`src/rtl/softmax_loader.sv`:
```
`timescale 1ns/1ps
// softmax_loader
// Two-pass front end for a softmax unit. Pass one (SCAN) reads all N
// elements of a vector from a zero-latency memory and finds their maximum.
// Pass two (STREAM) reads the vector again and emits (max - element) for
// every element over a valid/ready handshake, in address order.
//
// Ports
//   clk        : single clock, rising edge
//   reset      : asynchronous, active-high; aborts any vector in progress
//   start      : begin one vector (only looked at while idle)
//   data       : element read from memory, valid while data_req=1
//   data_req   : memory read request for address data_addr
//   data_addr  : element address 0..N-1
//   diff_valid : diff_data/diff_last hold an element
//   diff_ready : downstream accepts the element this cycle
//   diff_data  : max_val minus element
//   diff_last  : marks element N-1
//   max_val    : maximum of the vector, held from end of SCAN
//   busy       : high whenever not idle
//   done       : one-cycle pulse after the last element is accepted
module softmax_loader #(
   parameter int N  = 256,
   parameter int AW = 9
) (
   input  logic          clk,
   input  logic          reset,
   input  logic          start,
   input  logic [7:0]    data,
   output logic          data_req,
   output logic [AW-1:0] data_addr,
   output logic          diff_valid,
   input  logic          diff_ready,
   output logic [7:0]    diff_data,
   output logic          diff_last,
   output logic [7:0]    max_val,
   output logic          busy,
   output logic          done
);

   typedef enum logic [1:0] {IDLE, SCAN, STREAM, DONE} state_t;

   localparam logic [AW-1:0] LAST_ADDR = AW'(N - 1);

   state_t     state;
   logic [7:0] run_max;
   logic       all_req;   // every element has been requested during STREAM
   logic       at_last;
   logic       xfer;
   logic [7:0] scan_max;

   // The max is taken over the same vector, so m >= d always holds and the
   // plain modular subtraction never wraps.
   function automatic logic [7:0] max_minus(input logic [7:0] m, input logic [7:0] d);
      return m - d;
   endfunction

   assign at_last  = (data_addr == LAST_ADDR);
   assign xfer     = diff_valid && diff_ready;
   assign scan_max = (data >= run_max) ? data : run_max;
   assign busy     = (state != IDLE);
   assign done     = (state == DONE);

   // A new element may only be fetched when the output register is empty or
   // being emptied this cycle, which keeps the output stable during stalls.
   always_comb begin
      data_req = 1'b0;
      unique case (state)
         SCAN:    data_req = 1'b1;
         STREAM:  data_req = !all_req && (!diff_valid || diff_ready);
         default: data_req = 1'b0;
      endcase
   end

   always_ff @(posedge clk or posedge reset) begin
      if (reset) begin
         state      <= IDLE;
         run_max    <= 8'd0;
         all_req    <= 1'b0;
         data_addr  <= '0;
         diff_valid <= 1'b0;
         diff_data  <= 8'd0;
         diff_last  <= 1'b0;
         max_val    <= 8'd0;
      end else begin
         unique case (state)
            IDLE: begin
               if (start) begin
                  state     <= SCAN;
                  run_max   <= 8'd0;
                  all_req   <= 1'b0;
                  data_addr <= '0;
               end
            end
            SCAN: begin
               run_max <= scan_max;
               if (at_last) begin
                  state     <= STREAM;
                  max_val   <= scan_max;
                  data_addr <= '0;
               end else begin
                  data_addr <= data_addr + 1'b1;
               end
            end
            STREAM: begin
               if (data_req) begin
                  diff_data  <= max_minus(max_val, data);
                  diff_valid <= 1'b1;
                  diff_last  <= at_last;
                  if (at_last) all_req <= 1'b1;
                  else         data_addr <= data_addr + 1'b1;
               end else if (xfer) begin
                  diff_valid <= 1'b0;
                  diff_last  <= 1'b0;
                  if (diff_last) state <= DONE;
               end
            end
            DONE: state <= IDLE;
            default: state <= IDLE;
         endcase
      end
   end

endmodule

```
`config.mk`:
```
export PLATFORM = sky130hd
export DESIGN_NAME = softmax_loader
export DESIGN_NICKNAME = d
export VERILOG_FILES = /design/src/rtl/softmax_loader.sv
export SDC_FILE = /design/constraint.sdc
export NUM_CORES = 1
export LEC_CHECK = 0
export ABC_CLOCK_PERIOD_IN_PS = 4650
export CORE_AREA = 4 4 72 74
export DETAILED_ROUTE_END_ITERATION = 8
export DIE_AREA = 0 0 76 78
export PLACE_DENSITY_LB_ADDON = 0.1
export SLEW_MARGIN = 20
export SYNTH_ARGS = -nofsm -noshare
export SYNTH_HDL_FRONTEND = slang
export SYNTH_SLANG_ARGS = --single-unit
```
`constraint.sdc`:
```
create_clock -name clk -period 4.65 [get_ports clk]
set_input_delay 0.93 -clock clk [delete_from_list [all_inputs] [get_ports clk]]
set_output_delay 0.93 -clock clk [all_outputs]
set_load 0.02 [all_outputs]
```
# After elaboration in Yosys (flattened, before gate mapping)
# Cells that the tools add are included.
# totals
register_bits	38
latchBits	0
ram_bits	0
rom_bits	0
input_bits	12
memories	0
# classes
n_addsub	2
mul	0
div_mod_pow	0
magnitude_cmp	1
eq_ne	12
shift	0
muxes	22
bitwise_logic	0
n_reduce_logical	18
# ops
op	n
9-bit 2-to-1 mux	4
9-bit case mux with 3 select lines	1
8-bit 2-to-1 mux	2
2-bit != test (second input constant)	8
8-bit case mux with 2 select lines	1
2-bit 2-to-1 mux	5
9-bit by 1-bit adder with 9-bit output (second input constant)	1
9-bit by 8-bit == test with 1-bit output (second input constant)	1
8-bit greater-or-equal comparator	1
2-bit case mux with 4 select lines	1
2-bit AND reduction	4
4-bit AND reduction	2
2-bit nonzero test	4
8-bit subtractor	1
1-bit 2-to-1 mux	6
5-bit AND reduction	1
2-bit == test (second input constant)	2
1-bit case mux with 2 select lines	2
3-bit nonzero test	1
2-bit by 1-bit == test with 1-bit output (second input constant)	1
1-bit logical AND	2
1-bit zero test	2
2-bit zero test	1
1-bit logical OR	1

# Longest topological paths before layout
# Gate-level depths: netlist of the first run.
# depth
word_depth	6
depth_mapped	11
ltp_nobuf	11

# Worst setup path before layout of the first run
# Ideal clock, no wire load.
# synth_timing
path_kind	register to register
from	reg data_addr[0]
to	reg data_addr[3]
arrival_ns	2.488
path_slack_ns	2.066
path_stages_with_launch	12
synth_period_minus_slack_ns	2.584
path_cell_list	dfrtp_1 -> ha_1 -> and3_1 -> and3_1 -> nand3_1 -> inv_1 -> ha_1 -> and2b_1 -> o21ai_1 -> or3_1 -> buf_2 -> o31ai_1
# synth_via
elab_chain_len	4
elab_cells_between_ends	8
# synth_lines
item	line	source
start, declared	31	output logic [AW-1:0] data_addr,
start signal, assigned	102	data_addr <= data_addr + 1'b1;
start signal, assigned	111	else data_addr <= data_addr + 1'b1;
9-bit by 1-bit adder with 9-bit output	102, 111	
9-bit 2-to-1 mux	110	if (at_last) all_req <= 1'b1;
9-bit 2-to-1 mux	106	if (data_req) begin
9-bit case mux with 3 select lines	86	unique case (state)
# Several ways; a longest one is shown, not always the timed one. The select of a mux whose other input is x is not followed.
# A chain may end at the register's enable or synchronous reset.

# Worst setup path in the final report of the first run
# layout_timing
from	in diff_ready
to	out data_req
# layout_via
elab_chain_len	3
# layout_lines
item	line	source
start, declared	33	input logic diff_ready,
1-bit logical OR	70	STREAM: data_req = !all_req && (!diff_valid || diff_ready);
1-bit logical AND	70	
1-bit case mux with 2 select lines	68	unique case (state)
end, declared	30	output logic data_req,
# No other way between the ends.

==> flow_metrics.env, run 1 <==
export IMPL_outcome="complete, no violations"
export IMPL_die_w_um=76
export IMPL_ys_seq_area_frac=0.389
export IMPL_slew_headroom=0.542
export IMPL_grt_ovfl_total=0
export IMPL_antenna_found_initial=0
export IMPL_fin_crit_sh=0.741
export IMPL_yosysTopAreaCell="dfrtp_1"
export IMPL_crit_fanout=4
export IMPL_ios=42
export IMPL_place_gp_congestion=0.850
export IMPL_h_tree_depth=2
export IMPL_max_freq_mhz=290
export IMPL_dp_hpwl_um=4060
export IMPL_ant_nets=0
export IMPL_remaining_drc_errors=0
export IMPL_synthArstFlopShare=1.00
export IMPL_use_met3=0.0487
export IMPL_met2_usage=0.318
export IMPL_cp_num_buf_inv=2
export IMPL_netlist_top_cells_area="dfrtp_1, ha_1, o21ai_0, inv_1, nand2_1"
export IMPL_grt_max_degree=28
export IMPL_grt_util_met1=0.238
export IMPL_ir_drop_uv=313
export IMPL_start_kind="primary input"
export IMPL_die_area_sq_um=5930
export IMPL_max_cap_viol_count=0
export IMPL_max_stage_delay_ns=0.66
export IMPL_fin_nets=348
export IMPL_grt_pass1_vias=2077
export IMPL_n_antenna_cell=0
export IMPL_vias=2062
export IMPL_avgSynthCellArea_sq_um=8.99
export IMPL_post_drt_via_cell_ratio=5.62
export IMPL_synth_flop_cell="dfrtp_1"
export IMPL_fin_crit_ns=3.44
export IMPL_cts_resized=0
export IMPL_dpl_cell_area_sq_um=2900
export IMPL_fin_tns_setup_ns=0
export IMPL_rsz0062_at_grt="no"
export IMPL_synthTopCellsByCount="dfrtp_1, o21ai_0, inv_1, nand2_1, ha_1"
export IMPL_final_hold_viol_count=0
export IMPL_tritoncts="done"
export IMPL_clockBufferDepth=2
export IMPL_wirelength_um=5310
export IMPL_setup_slack_ns=1.21
export IMPL_cp_end_kind="output port"
export IMPL_fin_skew_ns=0.00618
export IMPL_drt_iter0_drc=70
export IMPL_ys_types=44
export IMPL_synth_edff_count=0
export IMPL_cpMaxStageDelayCell="clkdlybuf4s50_1"
export IMPL_cts_sinks=38
export IMPL_fin_area_sq_um=2990
export IMPL_synth_top_area_frac=0.389
export IMPL_cts_setup_buffers=0
export IMPL_wl_per_cell_um=14.5
export IMPL_hold_buffers=0
export IMPL_core_sq_um=4600
export IMPL_layout_drive_gt1_share=0.0479
export IMPL_clkSlewWorstSetupHoldPaths_ns=0.08
export IMPL_root_buffer="clkbuf_8"
export IMPL_synth_nets=308
export IMPL_synth_warnings=0
export IMPL_report_final_slew_viol_count=0
export IMPL_synth_seq_cells=38
export IMPL_grt_use_total=0.192
export IMPL_power_total_uw=1460
export IMPL_worst_hold_slack_ns=0.479
export IMPL_grt_busiest_layer="met2"
export IMPL_min_path_type="register to register"
export IMPL_yosysMostFrequentCell="dfrtp_1"
export IMPL_clk_latency_ns=0.29
export IMPL_crit_required_ns=3.72
export IMPL_crit_family="buffers and inverters"
export IMPL_cts_buffers_inserted=5
export IMPL_p_leak_uw=0.00141
export IMPL_grt_pass1_wl_um=9340
export IMPL_power_density_nw_per_um2=488
export IMPL_path_cells="clkdlybuf4s50_1 > nand2b_1 > a31oi_1 > nor2_1 > clkdlybuf4s50_1"
export IMPL_io_buffers=41
export IMPL_worst_slew_pin_slew_ns=0.683
export IMPL_syn_area_sq_um=2440
export IMPL_synth_cells=272
export IMPL_setup_violations=0
export IMPL_die_h_um=78
export IMPL_start_util=0.532
export IMPL_area_growth_pct=22.4
export IMPL_placementRows=25
export IMPL_dp_slack_ns=1.17
export IMPL_cp_arrival_ns=2.51
export IMPL_worst_path_most_repeated_cell="clkdlybuf4s50_1"
export IMPL_drt_pass1_iter_count=4
export IMPL_criticalPathCategory="primary input to output port"
[worst register-to-register path, stage by stage, from the launching register on]
cell and delay [ns]:
dfrtp_1 0.43, ha_1 0.25, and3_1 0.22, and3_1 0.21, nand3_1 0.12, inv_1 0.05
ha_1 0.23, o31a_1 0.46, or3_1 0.54, o31ai_1 0.29
[layout by cell type, fill, tap and decap left out, types with 8 or more instances in the layout]
| cell | synthesis | layout |
|---|---|---|
| clkdlybuf4s50_1 | 0 | 41 |
| dfrtp_1 | 38 | 38 |
| ha_1 | 23 | 23 |
| inv_1 | 30 | 29 |
| mux2i_1 | 8 | 8 |
| nand2_1 | 27 | 27 |
| nand2b_1 | 9 | 9 |
| nand3_1 | 10 | 10 |
| nor2_1 | 13 | 13 |
| o21ai_0 | 31 | 31 |
| o31ai_1 | 12 | 11 |
[where the power goes]
group | leakage [uW] | internal, uW | total, uW | switching [uW]
clock network | 0.0000482 | 120 | 235 | 115
registers | 0.000464 | 408 | 466 | 58.1
logic | 0.000896 | 310 | 760 | 450
total | 0.00141 | 837 | 1460 | 624
[metal layers]
metal | vias up | wire length [um]
li1 | 1041 | -
met1 | 978 | 2460
met2 | 36 | 2550
met3 | 7 | 214
met4 | 0 | 82
met5 | - | 0
[through the flow]
stage	util	std cells
after floorplan	-	272
after global placement	0.631	359
after detailed placement	0.631	359
after CTS	0.651	367
after global routing	0.651	367
final	0.651	367
[cells by family (layout without fill, tap and decap cells)]
| family | count (synthesis) | after routing | synth area share |
|---|---|---|---|
| AND/OR/NAND/NOR | 82 | 82 | 0.165 |
| flip-flops | 38 | 38 | 0.389 |
| multiplexers | 11 | 11 | 0.0466 |
| buffers and inverters | 40 | 81 | 0.0635 |
| AO/OA/AOI/OAI | 73 | 73 | 0.196 |
| adder cells (fa/ha/maj) | 24 | 24 | 0.126 |
| XOR/XNOR | 4 | 4 | 0.0143 |
[sequential cells by signal (all words and copies together) (netlist names)]
| signal | count |
|---|---|
| data_addr | 9 |
| diff_data | 8 |
| max_val | 8 |
| run_max | 8 |
| state | 2 |
| all_req | 1 |
| diff_last | 1 |
| diff_valid | 1 |
[cell type report]
cell class | count | area, sq um
clock buffer | 7 | 86.3
clock inverter | 1 | 5.00
fill | 410 | 1610
inverter | 30 | 113
multi-input combinational | 194 | 1340
sequential | 38 | 951
tap | 54 | 67.6
timing repair buffer | 43 | 425
[path summary, 6_finish.rpt]
check,slack (ns),endpoint,start,depth (start not counted)
max reg2reg,1.75,data_addr[3]$_DFFE_PP0P_,data_addr[0]$_DFFE_PP0P_,9
min in group asynchronous,1.01,diff_data[2]$_DFFE_PP0P_,reset,2
min reg2reg,0.48,diff_data[1]$_DFFE_PP0P_,diff_data[1]$_DFFE_PP0P_,2
min,0.48,diff_data[1]$_DFFE_PP0P_,diff_data[1]$_DFFE_PP0P_,2
max in group asynchronous,3.04,run_max[2]$_DFFE_PP0P_,reset,3
max,1.21,data_req,diff_ready,5
Note: power is estimated with default switching activity, not from simulation.
==> run 2: changes to the inputs <==
- ABC_CLOCK_PERIOD_IN_PS: 4650 -> 3550
- CORE_AREA: 4 4 72 74 -> 4 4 73 75
- DIE_AREA: 0 0 76 78 -> 0 0 77 79
- clock period: 4.65 -> 3.55 ns (I/O delays scaled with it)
==> flow_metrics.env, run 2 (synthesis gave the netlist of run 1 again) <==
export IMPL_outcome="complete, no violations"
export IMPL_ant_nets=0
export IMPL_grt_ovfl_total=0
export IMPL_fin_crit_sh=0.843
export IMPL_h_tree_depth=2
export IMPL_worstRegToRegCells=9
export IMPL_crit_fanout=4
export IMPL_slew_headroom=0.400
export IMPL_fin_tns_setup_ns=0
export IMPL_vias=2092
export IMPL_start_util=0.525
export IMPL_max_freq_mhz=334
export IMPL_criticalPathCategory="primary input to output port"
export IMPL_io_buffers=41
export IMPL_p_leak_uw=0.00143
export IMPL_cts_resized=0
export IMPL_final_core_util=0.648
export IMPL_ios=42
export IMPL_cts_buffers_inserted=5
export IMPL_n_antenna_cell=0
export IMPL_rsz0062_at_grt="no"
export IMPL_clk_latency_ns=0.29
export IMPL_clkSlewWorstSetupHoldPaths_ns=0.07
export IMPL_post_drt_via_cell_ratio=5.64
export IMPL_r2r_slack_ns=0.63
export IMPL_fin_nets=352
export IMPL_layout_drive_gt1_share=0.0568
export IMPL_cp_end_kind="output port"
export IMPL_setup_slack_ns=0.556
export IMPL_r2r_end="data_addr[7]$_DFFE_PP0P_"
export IMPL_cts_sinks=38
export IMPL_path_cells="clkdlybuf4s50_1 > nand2b_1 > a31oi_1 > nor2_1 > clkdlybuf4s50_1"
export IMPL_cts_setup_buffers=0
export IMPL_worst_hold_slack_ns=0.479
export IMPL_drt_iter0_drc=82
export IMPL_place_gp_congestion=0.836
export IMPL_start_kind="primary input"
export IMPL_clockBufferDepth=2
export IMPL_die_h_um=79
export IMPL_hold_path_depth=2
export IMPL_r2r_start="data_addr[0]$_DFFE_PP0P_"
export IMPL_ir_drop_uv=406
export IMPL_hold_path_end="diff_data[3]$_DFFE_PP0P_"
export IMPL_grt_pass1_wl_um=9350
export IMPL_worst_path_most_repeated_cell="clkdlybuf4s50_1"
export IMPL_hold_buffers=0
export IMPL_die_area_sq_um=6080
export IMPL_drt_pass1_iter_count=4
export IMPL_dp_slack_ns=0.419
export IMPL_largest_reg_flops=9
export IMPL_core_sq_um=4660
export IMPL_fin_skew_ns=0.00194
export IMPL_min_path_type="register to register"
export IMPL_regMostFlops="data_addr"
export IMPL_placementRows=25
export IMPL_grt_max_degree=24
export IMPL_crit_required_ns=2.84
export IMPL_root_buffer="clkbuf_8"
export IMPL_cp_arrival_ns=2.28
export IMPL_tritoncts="done"
export IMPL_setup_violations=0
export IMPL_max_stage_delay_ns=0.65
export IMPL_cpMaxStageDelayCell="clkdlybuf4s50_1"
export IMPL_final_cell_mix="clkdlybuf4s50_1, dfrtp_1, o21ai_0"
export IMPL_worst_slew_pin_slew_ns=0.899
export IMPL_grt_pass1_vias=2020
export IMPL_wirelength_um=5430
export IMPL_area_growth_pct=23.6
export IMPL_min_from="diff_data[3]$_DFFE_PP0P_"
export IMPL_report_final_slew_viol_count=0
export IMPL_fin_crit_ns=2.99
export IMPL_antenna_found_initial=0
export IMPL_remaining_drc_errors=0
export IMPL_grt_use_total=0.190
export IMPL_power_density_nw_per_um2=645
export IMPL_layout_cells_most_common="clkdlybuf4s50_1"
export IMPL_die_w_um=77
export IMPL_n_fill_cell=411
export IMPL_final_hold_viol_count=0
export IMPL_dp_hpwl_um=4110
export IMPL_max_cap_viol_count=0
export IMPL_wl_per_cell_um=14.6
==> run 2: how the worst max path moves through the flow <==
stage | start | endpoint | slack [ns] | depth (start not counted)
final | diff_ready | data_req | 0.56 | 5
after detailed placement | data[0] | run_max[1]$_DFFE_PP0P_ | 0.42 | 9
after CTS | diff_ready | data_req | 0.53 | 5
after floorplan | data_addr[0]$_DFFE_PP0P_ | data_addr[3]$_DFFE_PP0P_ | 0.97 | 11
after global placement | data[0] | run_max[1]$_DFFE_PP0P_ | 0.50 | 9
after global routing | data_addr[0]$_DFFE_PP0P_ | data_addr[6]$_DFFE_PP0P_ | 0.35 | 11
==> run 2: area by class of cell <==
cell class / count / area [sq um] / area share
multi-input combinational: 194 / 1340 / 0.445
sequential: 38 / 951 / 0.315
timing repair buffer: 47 / 455 / 0.151
inverter: 30 / 113 / 0.0373
clock buffer: 7 / 86.3 / 0.0286
tap: 54 / 67.6 / 0.0224
clock inverter: 1 / 5.00 / 0.00166
==> run 2: power by group <==
group          switching (uW)  internal [uW]  total, uW
sequential               79.3            534        613
clock                     151            157        308
combinational             605            423       1030
total                     836           1110       1950
==> run 2: worst max-delay path: cells and delay by family <==
family | cells | cell delay (ns)
AND/OR/NAND/NOR | 2 | 0.35
buffers and inverters | 2 | 1.13
AO/OA/AOI/OAI | 1 | 0.08
==> run 2: per-layer routing <==
layer	up-vias	wire (um)	GRT usage	share of wire
met5	-	0	0	0
met4	0	59	0.0552	0.011
met3	7	304	0.0454	0.056
met2	43	2470	0.307	0.45
met1	992	2600	0.255	0.48
li1	1050	-	-	-
==> run 2: through the flow <==
| stage | instance area [sq um] | total power [uW] | instances |
|---|---|---|---|
| floorplan | 2440 | 1300 | 272 |
| global placement | 2930 | 1630 | 363 |
| detailed placement | 2930 | 1650 | 363 |
| CTS | 3020 | 1970 | 371 |
| global route | 3020 | 2110 | 371 |
| finish | 3020 | 1950 | 371 |
==> run 3: changes to the inputs <==
- ABC_CLOCK_PERIOD_IN_PS: 3550 -> 2700
- CORE_AREA: 4 4 73 75 -> 4 4 77 79
- DIE_AREA: 0 0 77 79 -> 0 0 81 83
- clock period: 3.55 -> 2.7 ns (I/O delays scaled with it)
==> flow_metrics.env, run 3 (synthesis gave the netlist of run 1 again) <==
export IMPL_dp_hpwl_um=4350
export IMPL_tritoncts="done"
export IMPL_core_sq_um=5340
export IMPL_root_buffer="clkbuf_8"
export IMPL_slew_headroom=0.665
export IMPL_grt_pass1_wl_um=10100
export IMPL_p_leak_uw=0.00152
export IMPL_start_kind="register"
export IMPL_fin_tns_setup_ns=0
export IMPL_dp_slack_ns=-0.0138
export IMPL_layout_drive_gt1_share=0.0967
export IMPL_antenna_found_initial=0
export IMPL_max_freq_mhz=398
export IMPL_grt_use_total=0.187
export IMPL_setup_slack_ns=0.187
export IMPL_cts_resized=0
export IMPL_cp_arrival_ns=2.70
export IMPL_regMostFlops="data_addr"
export IMPL_ant_nets=0
export IMPL_ir_drop_uv=697
export IMPL_clockBufferDepth=2
export IMPL_die_area_sq_um=6720
export IMPL_remaining_drc_errors=0
export IMPL_io_buffers=41
export IMPL_clk_latency_ns=0.29
export IMPL_die_h_um=83
export IMPL_final_cell_mix="clkdlybuf4s50_1, dfrtp_1, o21ai_0"
export IMPL_fin_nets=367
export IMPL_final_hold_viol_count=0
export IMPL_area_growth_pct=29.3
export IMPL_cts_setup_buffers=0
export IMPL_clkSlewWorstSetupHoldPaths_ns=0.07
export IMPL_h_tree_depth=2
export IMPL_n_antenna_cell=0
export IMPL_grt_max_degree=39
export IMPL_vias=2154
export IMPL_fin_skew_ns=0.00413
export IMPL_worst_slew_pin_slew_ns=0.502
export IMPL_power_density_nw_per_um2=856
export IMPL_cts_buffers_inserted=5
export IMPL_hold_buffers=0
export IMPL_rsz0062_at_grt="no"
export IMPL_max_stage_delay_ns=0.41
export IMPL_largest_reg_flops=9
export IMPL_fin_crit_ns=2.51
export IMPL_n_fill_cell=502
export IMPL_criticalPathCategory="register to register"
export IMPL_setup_violations=0
export IMPL_outcome="complete, no violations"
export IMPL_place_gp_congestion=0.877
export IMPL_drt_pass1_iter_count=4
export IMPL_wirelength_um=5810
export IMPL_cts_sinks=38
export IMPL_start_util=0.458
export IMPL_grt_ovfl_total=0
export IMPL_report_final_slew_viol_count=0
export IMPL_ios=42
export IMPL_crit_fanout=7
export IMPL_placementRows=27
export IMPL_cpMaxStageDelayCell="or3_4"
export IMPL_min_path_type="register to register"
export IMPL_drt_iter0_drc=88
export IMPL_crit_required_ns=2.89
export IMPL_grt_pass1_vias=2190
export IMPL_max_cap_viol_count=0
export IMPL_die_w_um=81
export IMPL_cp_end_kind="register"
export IMPL_layout_cells_most_common="clkdlybuf4s50_1"
export IMPL_fin_crit_sh=0.931
export IMPL_path_cells="ha_1 > and3_1 > and3_1 > nand3_1 > inv_1 > ha_1 > and2b_1 > o21ai_1 > or3_4 > o31ai_1"
export IMPL_post_drt_via_cell_ratio=5.34
export IMPL_wl_per_cell_um=14.4
-- run 3: worst paths after layout --
kind	from	to	slack, ns	cells after the start
worst max-delay path	data_addr[0]$_DFFE_PP0P_	data_addr[7]$_DFFE_PP0P_	0.19	10
worst min-delay path	diff_data[3]$_DFFE_PP0P_	diff_data[3]$_DFFE_PP0P_	0.48	2
worst max register to register	data_addr[0]$_DFFE_PP0P_	data_addr[7]$_DFFE_PP0P_	0.19	10
worst min register to register	diff_data[3]$_DFFE_PP0P_	diff_data[3]$_DFFE_PP0P_	0.48	2
max in group asynchronous	reset	max_val[0]$_DFFE_PP0P_	1.68	3
min in group asynchronous	reset	diff_data[3]$_DFFE_PP0P_	0.67	3
-- run 3: layout make-up --
type	instances	area, sq um	area share
timing repair buffer	62	583	0.184
clock buffer	7	76.3	0.0241
multi-input combinational	194	1350	0.427
tap	72	90.1	0.0285
inverter	30	113	0.0356
sequential	38	951	0.301
-- run 3: layer usage --
layer	routed length, um	vias up	track usage
met2	2880	34	0.314
met5	0	-	0
met1	2710	1037	0.244
met4	55	0	0.0461
li1	-	1077	-
met3	172	6	0.0369
-- run 3: power by group --
part           switching (uW)  internal (uW)  total, uW
logic                     848            689       1540
clock network             195            178        373
registers                95.2            702        797
total                    1140           1570       2710
-- run 3: worst max-delay path: cells and delay by family (launching register included) --
kind	cells	cell delay, ns
and+or+nand+nor	5	1.18
adders and majority gates	2	0.43
DFF	1	0.38
AOI/OAI and AO/OA	2	0.38
buffers and inverters	1	0.05
-- run 3: per-stage QoR --
step	util	std cells	hold slack, ns	area (sq um)	total power (uW)
final	0.592	403	0.477	3160	2710
after global routing	0.592	403	0.517	3160	2930
after CTS	0.591	403	0.486	3150	2710
after detailed placement	0.577	396	0.470	3080	2330
after global placement	0.577	396	0.461	3080	2310
after floorplan	-	272	0.484	2440	1710
